[src/rtl/instr_fetch.sv]
// Instruction fetch stage: one outstanding memory request, redirect/halt handling, output slot.
// Optional delivered-instruction counter enabled by defining FETCH_PERF_CNT_EN.
module instr_fetch #(
    parameter logic [31:0] RESET_PC = 32'h0000_0000
) (
    input  logic        iClk,
    input  logic        iRst_n,
    input  logic        iStall,
    input  logic        iRedirect,
    input  logic [31:0] iRedirectPc,
    input  logic        iHalt,
    input  logic        iMemReady,
    input  logic [31:0] iMemData,
    output logic        oMemReq,
    output logic [31:0] oMemAddr,
    output logic [31:0] oInstruction,
    output logic        oInstrValid,
    output logic [31:0] oPc,
    output logic        oHalted,
    output logic [31:0] oFetchCount
);

    typedef enum logic [1:0] {
        StFetch,
        StDrain,
        StHalted
    } fetchStateT;

    fetchStateT  stateQ, stateD;
    logic [31:0] fetchPcQ, fetchPcD;
    logic [31:0] pendAddrQ, pendAddrD;
    logic        pendingQ, pendingD;
    logic        haltAfterQ, haltAfterD;
    logic [31:0] instrQ, instrD;
    logic [31:0] pcQ, pcD;
    logic        validQ, validD;
    logic        memReq;
    logic [31:0] memAddr;

    always_ff @(posedge iClk or negedge iRst_n) begin
        if (!iRst_n) begin
            stateQ     <= StFetch;
            fetchPcQ   <= RESET_PC;
            pendAddrQ  <= RESET_PC;
            pendingQ   <= 1'b0;
            haltAfterQ <= 1'b0;
            instrQ     <= 32'h0;
            pcQ        <= RESET_PC;
            validQ     <= 1'b0;
        end else begin
            stateQ     <= stateD;
            fetchPcQ   <= fetchPcD;
            pendAddrQ  <= pendAddrD;
            pendingQ   <= pendingD;
            haltAfterQ <= haltAfterD;
            instrQ     <= instrD;
            pcQ        <= pcD;
            validQ     <= validD;
        end
    end

    always_comb begin
        stateD     = stateQ;
        fetchPcD   = fetchPcQ;
        pendAddrD  = pendAddrQ;
        pendingD   = pendingQ;
        haltAfterD = haltAfterQ;
        instrD     = instrQ;
        pcD        = pcQ;
        validD     = validQ;
        memReq     = 1'b0;
        memAddr    = fetchPcQ;

        case (stateQ)
            StFetch: begin
                memReq  = pendingQ | !validQ | !iStall;
                memAddr = fetchPcQ;
                if (iRedirect) begin
                    // Redirect wins over a simultaneous halt.
                    fetchPcD = iRedirectPc;
                    validD   = 1'b0;
                    pendingD = 1'b0;
                    if (memReq && !iMemReady) begin
                        stateD     = StDrain;
                        pendAddrD  = fetchPcQ;
                        haltAfterD = 1'b0;
                    end
                end else if (iHalt) begin
                    validD   = 1'b0;
                    pendingD = 1'b0;
                    if (memReq && !iMemReady) begin
                        stateD     = StDrain;
                        pendAddrD  = fetchPcQ;
                        haltAfterD = 1'b1;
                    end else begin
                        stateD = StHalted;
                    end
                end else if (memReq && iMemReady) begin
                    instrD   = iMemData;
                    pcD      = fetchPcQ;
                    validD   = 1'b1;
                    fetchPcD = fetchPcQ + 32'd1;
                    pendingD = 1'b0;
                end else begin
                    // An unanswered request must stay raised on the same address.
                    pendingD = memReq;
                    if (!iStall) begin
                        validD = 1'b0;
                    end
                end
            end
            StDrain: begin
                memReq  = 1'b1;
                memAddr = pendAddrQ;
                validD  = 1'b0;
                if (iRedirect) begin
                    fetchPcD = iRedirectPc;
                end
                if (iMemReady) begin
                    pendingD = 1'b0;
                    stateD   = haltAfterQ ? StHalted : StFetch;
                end
            end
            StHalted: begin
                validD = 1'b0;
            end
            default: begin
                stateD = StFetch;
                validD = 1'b0;
            end
        endcase
    end

    // Reset must hold the request low even though the idle FETCH state would raise it.
    assign oMemReq      = iRst_n & memReq;
    assign oMemAddr     = memAddr;
    assign oInstruction = instrQ;
    assign oInstrValid  = validQ;
    assign oPc          = pcQ;
    assign oHalted      = (stateQ == StHalted);

`ifdef FETCH_PERF_CNT_EN
    logic [31:0] fetchCountQ;

    always_ff @(posedge iClk or negedge iRst_n) begin
        if (!iRst_n) begin
            fetchCountQ <= 32'h0;
        end else if (validQ && !iStall && (stateQ != StHalted)) begin
            fetchCountQ <= fetchCountQ + 32'd1;
        end
    end

    assign oFetchCount = fetchCountQ;
`else
    assign oFetchCount = 32'h0;
`endif

endmodule

[config.mk]
export PLATFORM = sky130hd
export DESIGN_NAME = instr_fetch
export DESIGN_NICKNAME = d
export VERILOG_FILES = /design/src/rtl/instr_fetch.sv
export SDC_FILE = /design/constraint.sdc
export NUM_CORES = 1
export LEC_CHECK = 0
export CORE_AREA = 10 10 160 162
export CTS_BUF_LIST = sky130_fd_sc_hd__clkbuf_8
export DETAILED_ROUTE_END_ITERATION = 6
export DIE_AREA = 0 0 170 172
export MAX_ROUTING_LAYER = met4
export PLACE_DENSITY = 0.56
export SYNTH_ARGS = -nofsm -noshare
export SYNTH_HDL_FRONTEND = slang
export SYNTH_SLANG_ARGS = --single-unit
[constraint.sdc]
create_clock -name iClk -period 2.4 [get_ports iClk]
set_clock_uncertainty 0.2 [all_clocks]
set_input_delay 0.48 -clock iClk [delete_from_list [all_inputs] [get_ports iClk]]
set_output_delay 0.48 -clock iClk [all_outputs]
set_load 0.01 [all_outputs]
==> results.toml, run 1 <==
[worst_setup_path]
critical_path.max_stage_delay_ns = 0.42
crit_family = "buffers and inverters"
crit_chain = "nor2b_4 > buf_12 > buf_8 > buf_6 > mux2_4 > buf_6"
cp.buffers_inverters = 4
cp.arrival_ns = 1.85
setup.worst_path.end_class = "primary output"
setup.worst_path.class = "flop to primary output"
timing.critical_path.fanout_max = 7
cpMaxStageDelayCell = "sky130_fd_sc_hd__dfrtp_1"
timing.critical_path.mode_cell = "sky130_fd_sc_hd__buf_6"
start_kind = "flop"
worst_ep_required_time_ns = 1.72

[cells_and_area]
layout.cells.most_common = "sky130_fd_sc_hd__nand2_1"
final_design_area_no_fill_um2 = 9650
finalCoreUtilization_pct = 43.2
final_cell_mix = "sky130_fd_sc_hd__nand2_1, sky130_fd_sc_hd__clkdlybuf4s50_1, sky130_fd_sc_hd__dfrtp_1"
layout.nets = 979
drive_above_1_share_pct = 23.2
area_growth_syn_to_layout_pct = 46.1

[global_routing]
gr-max-usage-layer = "met2"
use_met2_pct = 22.3
antenna_violations_before_repair = 2
gr-total-overflow = 0
grt_pass1_vias = 5937
wire_length_of_the_first_global_routing_pass_mm = 32.9
globalRouteMet1Util_pct = 18.3
grt_max_degree = 134
grt_util_all_layers_pct = 14.8
grt_met3_use_pct = 5.34

[floorplan]
die_area_um2 = 29200
boundaryPins = 201
initial_utilization_pct = 29.5
core_area_um2 = 22400
std_cell_rows = 55
die_width_um = 170
die_y_um = 172

[sta]
relSlewSlack_pct = 50.9
rsz0062_at_grt = "yes"
final_period_minus_worst_setup_slack_ns = 2.53
final-setup-viol-count = 20
fin_setup_tns_ns = -1.30
hold_violations = 0
timing.final.crit_share_pct = 105
maxSlewViolCount = 0
worst_pin_slew_ns = 0.737
achievable-frequency_ghz = 0.395
final_critical_path_setup_slack_ns = -0.130

[flow_run]
max_cap_viol_count = 0

[placed_design]
dpl-instance-area_um2 = 8960
pre_cts_ws_ns = -0.346
routabilityCongestion = 0.790
place_hpwl_mm = 15.2
place.port_buffers = 168

[outcome]
violations = "setup timing"
run_status = "complete, but fails checks"

[logic_synthesis]
synthesis.area_um2 = 6610
synth.avg_cell_area_um2 = 9.51
postSynth.topFlopCell = "sky130_fd_sc_hd__dfrtp_1"
ys_seq_elements = 133
ys.warnings.count = 0
synth-edff-count = 0
synth_cell_types = 46
post_synth_inst_count = 695
async_reset_ff_share_pct = 100
sequential_share_of_the_synthesized_area_pct = 50.4

[clock_network]
cts-root-buf = "sky130_fd_sc_hd__clkbuf_8"
cts_max_path_buffers = 2
clock_sinks = 133
clk_transition_reported_paths_ns = 0.08
htreeDepth = 4
cts_made_buffers = 17
clock_latency_late_sink_ns = 0.45
cts_tree = "done"

[min_path]
timing.hold.worst.class = "flop to flop"

[detailed_routing]
via_count = 5646
drt_wl_total_mm = 21.2
final_antenna_net_count = 0
detailedRoute.firstIterationViolations = 412
detailedRoute.firstPassIterationCount = 5
vias_per_cell = 4.67
remaining_drc_errors = 0
drt-wirelength-per-cell_um = 17.5

[pwr]
power.static_leakage_uw = 0.00436
power_per_cell_area_nw_per_um2 = 1340
vdd.ir_drop.worst_uv = 565
total_power_uw = 12900
-- stage by stage --
stage | std cells | hold slack, ns
2_1_floorplan | 726 | -0.0156
3_3_place_gp | 1160 | 0.255
3_5_place_dp | 1160 | 0.261
4_1_cts | 1202 | 0.281
5_1_grt | 1208 | 0.296
6_report | 1208 | 0.275
-- timing repair --
item / CTS / global route
buffers inserted: 9 / 5
hold buffers: 1 / 0
hold endpoints to repair: 30 / 0
gates resized for setup: 169 / 23
setup endpoints to repair: 35 / 37
gates cloned: 1 / 0
-- synthesized netlist by cell type (2+ instances only) --
master / instances / share of area (%)
sky130_fd_sc_hd__nor2b_1: 3 / 0.28
sky130_fd_sc_hd__o22a_1: 3 / 0.40
sky130_fd_sc_hd__buf_6: 6 / 1.0
sky130_fd_sc_hd__and2_1: 2 / 0.19
sky130_fd_sc_hd__a21oi_1: 37 / 2.8
sky130_fd_sc_hd__clkbuf_1: 22 / 1.3
sky130_fd_sc_hd__o21a_1: 4 / 0.45
sky130_fd_sc_hd__inv_1: 4 / 0.23
sky130_fd_sc_hd__and3_1: 7 / 0.66
sky130_fd_sc_hd__a41o_1: 3 / 0.45
sky130_fd_sc_hd__nor3b_1: 2 / 0.23
sky130_fd_sc_hd__nor2_1: 24 / 1.4
sky130_fd_sc_hd__a211oi_1: 4 / 0.45
sky130_fd_sc_hd__o32ai_1: 5 / 0.66
sky130_fd_sc_hd__buf_2: 20 / 1.5
sky130_fd_sc_hd__o22ai_1: 14 / 1.3
sky130_fd_sc_hd__nor4_1: 3 / 0.28
sky130_fd_sc_hd__nor3_1: 7 / 0.53
sky130_fd_sc_hd__dfrtp_1: 133 / 50
sky130_fd_sc_hd__a311oi_1: 8 / 1.1
sky130_fd_sc_hd__buf_4: 33 / 3.8
sky130_fd_sc_hd__mux2_2: 63 / 11
sky130_fd_sc_hd__nand4_1: 9 / 0.85
sky130_fd_sc_hd__a31oi_1: 4 / 0.38
sky130_fd_sc_hd__o21ai_0: 16 / 1.2
sky130_fd_sc_hd__nand2_1: 215 / 12
sky130_fd_sc_hd__and4_1: 7 / 0.93
sky130_fd_sc_hd__a2bb2oi_1: 6 / 0.80
sky130_fd_sc_hd__nand3_1: 14 / 1.1
-- kinds of logic (layout without fill, tap and decap cells) --
kind of cell               count (synthesis)  count (layout)  share of synthesized area [%]
and+or+nand+nor                          303             303                           20.1
DFF                                      133             133                           50.4
AOI/OAI and AO/OA                        109             109                           10.8
buffers and inverters                     85             280                           7.77
muxes                                     63              63                           10.7
adders and majority gates                  1               1                          0.189
other                                      1              34                         0.0568
-- layer usage --
metal | routed length (um) | part of all wire, %
met1 | 9620 | 45
met2 | 9650 | 46
met3 | 1680 | 7.9
met4 | 249 | 1.2
met5 | 0 | 0
-- flip-flops by register name, indices dropped and copies added, names as in the netlist --
signal	cells
fetchPcQ	32
oInstruction	32
oPc	32
pendAddrQ	32
stateQ	2
haltAfterQ	1
oInstrValid	1
pendingQ	1
-- final timing paths --
check / from / to / slack, ns / cells after the start
max: stateQ[1] / oMemAddr[27] / -0.13 / 6
min: oInstruction[16] / oInstruction[16] / 0.28 / 2
max reg2reg: stateQ[1] / fetchPcQ[31] / 0.07 / 7
min reg2reg: oInstruction[16] / oInstruction[16] / 0.28 / 2
max in group asynchronous: iRst_n / fetchPcQ[9] / 0.94 / 3
min in group asynchronous: iRst_n / oInstruction[1] / 0.53 / 3
-- where the power goes --
part / switching (uW) / internal [uW]
clock network: 950 / 1180
registers: 749 / 3320
logic: 3030 / 3700
-- worst min-delay path, stage by stage (launching register included) --
cell and delay (ns):
sky130_fd_sc_hd__dfrtp_1 0.35, sky130_fd_sc_hd__nand2_1 0.05, sky130_fd_sc_hd__nand2_1 0.05
-- cell type report --
type | count | area, um2
clock inverters | 13 | 179
repair buffers | 244 | 2510
well taps | 285 | 357
multi-input cells | 508 | 3000
diodes | 2 | 5.00
clock buffers | 19 | 262
fillers | 2159 | 12700
inverters | 4 | 15.0
flip-flops and latches | 133 | 3330
No activity file was read; power rests on OpenSTA's default activity.
==> run 2: changes to the inputs <==
--- a/config.mk
+++ b/config.mk
@@ -5,12 +5,15 @@
 export SDC_FILE = /design/constraint.sdc
 export NUM_CORES = 1
 export LEC_CHECK = 0
+export CELL_PAD_IN_SITES_DETAIL_PLACEMENT = 1
+export CELL_PAD_IN_SITES_GLOBAL_PLACEMENT = 1
 export CORE_AREA = 10 10 160 162
 export CTS_BUF_LIST = sky130_fd_sc_hd__clkbuf_8
+export CTS_CLUSTER_SIZE = 12
 export DETAILED_ROUTE_END_ITERATION = 6
 export DIE_AREA = 0 0 170 172
 export MAX_ROUTING_LAYER = met4
-export PLACE_DENSITY = 0.56
+export PLACE_DENSITY = 0.7
 export SYNTH_ARGS = -nofsm -noshare
 export SYNTH_HDL_FRONTEND = slang
 export SYNTH_SLANG_ARGS = --single-unit
==> run 2 against run 1 <==
Against the previous run:
- the run still ends with setup timing left
- worst hold slack barely moved
- sequential power barely moved
- utilization rose by 0.30 points
- die area did not move
- flip-flop and latch count did not move
- setup slack improved by 0.0020 ns
- design area rose by 0.69%
- fmax barely moved
- non-clock buffer count rose by 6
- wire length rose by 8.4%
- critical endpoint is now oMemAddr[0]
==> results.toml, run 2 (synthesis results as in run 1) <==
[outcome]
run_status = "complete, but fails checks"
violations = "setup timing"

[detailed_routing]
final_antenna_net_count = 0
remaining_drc_errors = 0
detailedRoute.firstIterationViolations = 279
vias_per_cell = 4.71
route.met3.wl_mm = 1.79
drt_wl_total_mm = 23.0
dr.max_layer_used = "met4"
met2_wirelength_mm = 10.8
detailedRoute.firstPassIterationCount = 4
drt-wirelength-per-cell_um = 18.9
via_count = 5718
wl_met1_mm = 10.1

[clock_network]
clk_transition_reported_paths_ns = 0.08
clock_sinks = 133
clock_latency_late_sink_ns = 0.46
htreeDepth = 4
cts_made_buffers = 17
cts-root-buf = "sky130_fd_sc_hd__clkbuf_8"
cts_tree = "done"
cts_max_path_buffers = 2

[pwr]
power.combinational.fraction_pct = 53.6
internal-power_uw = 8100
power.static_leakage_uw = 0.00440
vdd.ir_drop.worst_uv = 436
p_sw_share_pct = 37.4
power.sequential.fraction_pct = 31.6
power_per_cell_area_nw_per_um2 = 1330
clock_power_share_pct = 14.8
switchingPower_uw = 4850
total_power_uw = 13000

[min_path]
timing.hold.worst.class = "flop to flop"
hold-path-cell-count = 2

[cells_and_area]
multi_input_area_um2 = 3000
drive_above_1_share_pct = 23.4
area_growth_syn_to_layout_pct = 47.1
layout.area.seq_um2 = 3330
layout.nets = 985
final_cell_mix = "sky130_fd_sc_hd__nand2_1, sky130_fd_sc_hd__clkdlybuf4s50_1, sky130_fd_sc_hd__dfrtp_1"
finalCoreUtilization_pct = 43.5
layout.filler_cells = 2516
layout.cells.most_common = "sky130_fd_sc_hd__nand2_1"

[sta]
final_period_minus_worst_setup_slack_ns = 2.53
final-setup-viol-count = 32
rsz0062_at_grt = "yes"
achievable-frequency_ghz = 0.396
fin_setup_tns_ns = -1.88
maxSlewViolCount = 0
worst_pin_slew_ns = 0.723
relSlewSlack_pct = 51.8
timing.final.crit_share_pct = 105
hold_violations = 0
final_critical_path_setup_slack_ns = -0.128

[floorplan]
std_cell_rows = 55
initial_utilization_pct = 29.5
die_area_um2 = 29200
die_width_um = 170
die_y_um = 172
boundaryPins = 201
core_area_um2 = 22400

[global_routing]
grt_pass1_vias = 6180
grt_util_all_layers_pct = 16.0
gr-total-overflow = 0
grt_max_degree = 134
antenna_violations_before_repair = 2
wire_length_of_the_first_global_routing_pass_mm = 35.5

[worst_setup_path]
worst_ep_required_time_ns = 1.72
setup.worst_path.end_class = "primary output"
start_kind = "flop"
setup.worst_path.class = "flop to primary output"
reg2reg_depth = 6
cp.arrival_ns = 1.85
timing.critical_path.fanout_max = 7

[placed_design]
place_hpwl_mm = 16.4
place.port_buffers = 168
pre_cts_ws_ns = -0.275
routabilityCongestion = 0.805

[flow_run]
max_cap_viol_count = 0
[run 2: final timing paths]
path	startpoint	to	slack, ns
worst min register to register	oInstruction[18]	oInstruction[18]	0.28
max in group asynchronous	iRst_n	pendAddrQ[7]	0.95
worst min-delay path	oInstruction[18]	oInstruction[18]	0.28
worst max register to register	stateQ[1]	fetchPcQ[31]	0.08
min in group asynchronous	iRst_n	oInstruction[1]	0.53
worst max-delay path	stateQ[1]	oMemAddr[0]	-0.13
[run 2: per-layer routing]
layer | vias up | track usage [%]
met5 | - | -
met4 | 0 | 4.12
met3 | 14 | 5.97
met2 | 151 | 24.8
met1 | 2793 | 19.3
li1 | 2760 | -
[run 2: final cells by class]
| class | count | share of cell area, % |
|---|---|---|
| repair buffers | 250 | 27.1 |
| well taps | 285 | 3.67 |
| multi-input cells | 508 | 30.8 |
| clock inverters | 11 | 1.13 |
| clock buffers | 20 | 2.83 |
| flip-flops and latches | 133 | 34.2 |
| diodes | 3 | 0.0772 |
| inverters | 4 | 0.154 |
[run 2: worst max-delay path, cell delays in order, from the launching register on]
cell                      delay [ns]
sky130_fd_sc_hd__dfrtp_1        0.41
sky130_fd_sc_hd__nor2b_4        0.16
sky130_fd_sc_hd__buf_4          0.14
sky130_fd_sc_hd__buf_12         0.12
sky130_fd_sc_hd__buf_8          0.11
sky130_fd_sc_hd__mux2_2         0.33
sky130_fd_sc_hd__buf_6          0.13
[run 2: stage by stage]
step,instances,instance area (um2),hold slack (ns)
finish,1214,9720,0.276
CTS,1205,9590,0.282
floorplan,726,6720,-0.0156
global placement,1163,9010,0.256
global route,1213,9720,0.300
detailed placement,1163,9010,0.262
[run 2: repair_timing]
| action | CTS | global route |
|---|---|---|
| pin swaps | 0 | 0 |
| hold buffers | 1 | 0 |
| endpoints found under the setup margin | 34 | 38 |
| endpoints found under the hold margin | 24 | 0 |
| resized for setup | 160 | 36 |
| setup buffers | 8 | 6 |
| gates cloned | 2 | 1 |
[run 2: power by group through the flow]
stage / Clock, uW / Sequential [uW] / Combinational (uW)
floorplan: 0 / 4200 / 2860
global placement: 0 / 4060 / 6380
detailed placement: 0 / 4120 / 6480
CTS: 1980 / 4100 / 6810
global route: 2090 / 4250 / 7580
finish: 1910 / 4100 / 6940
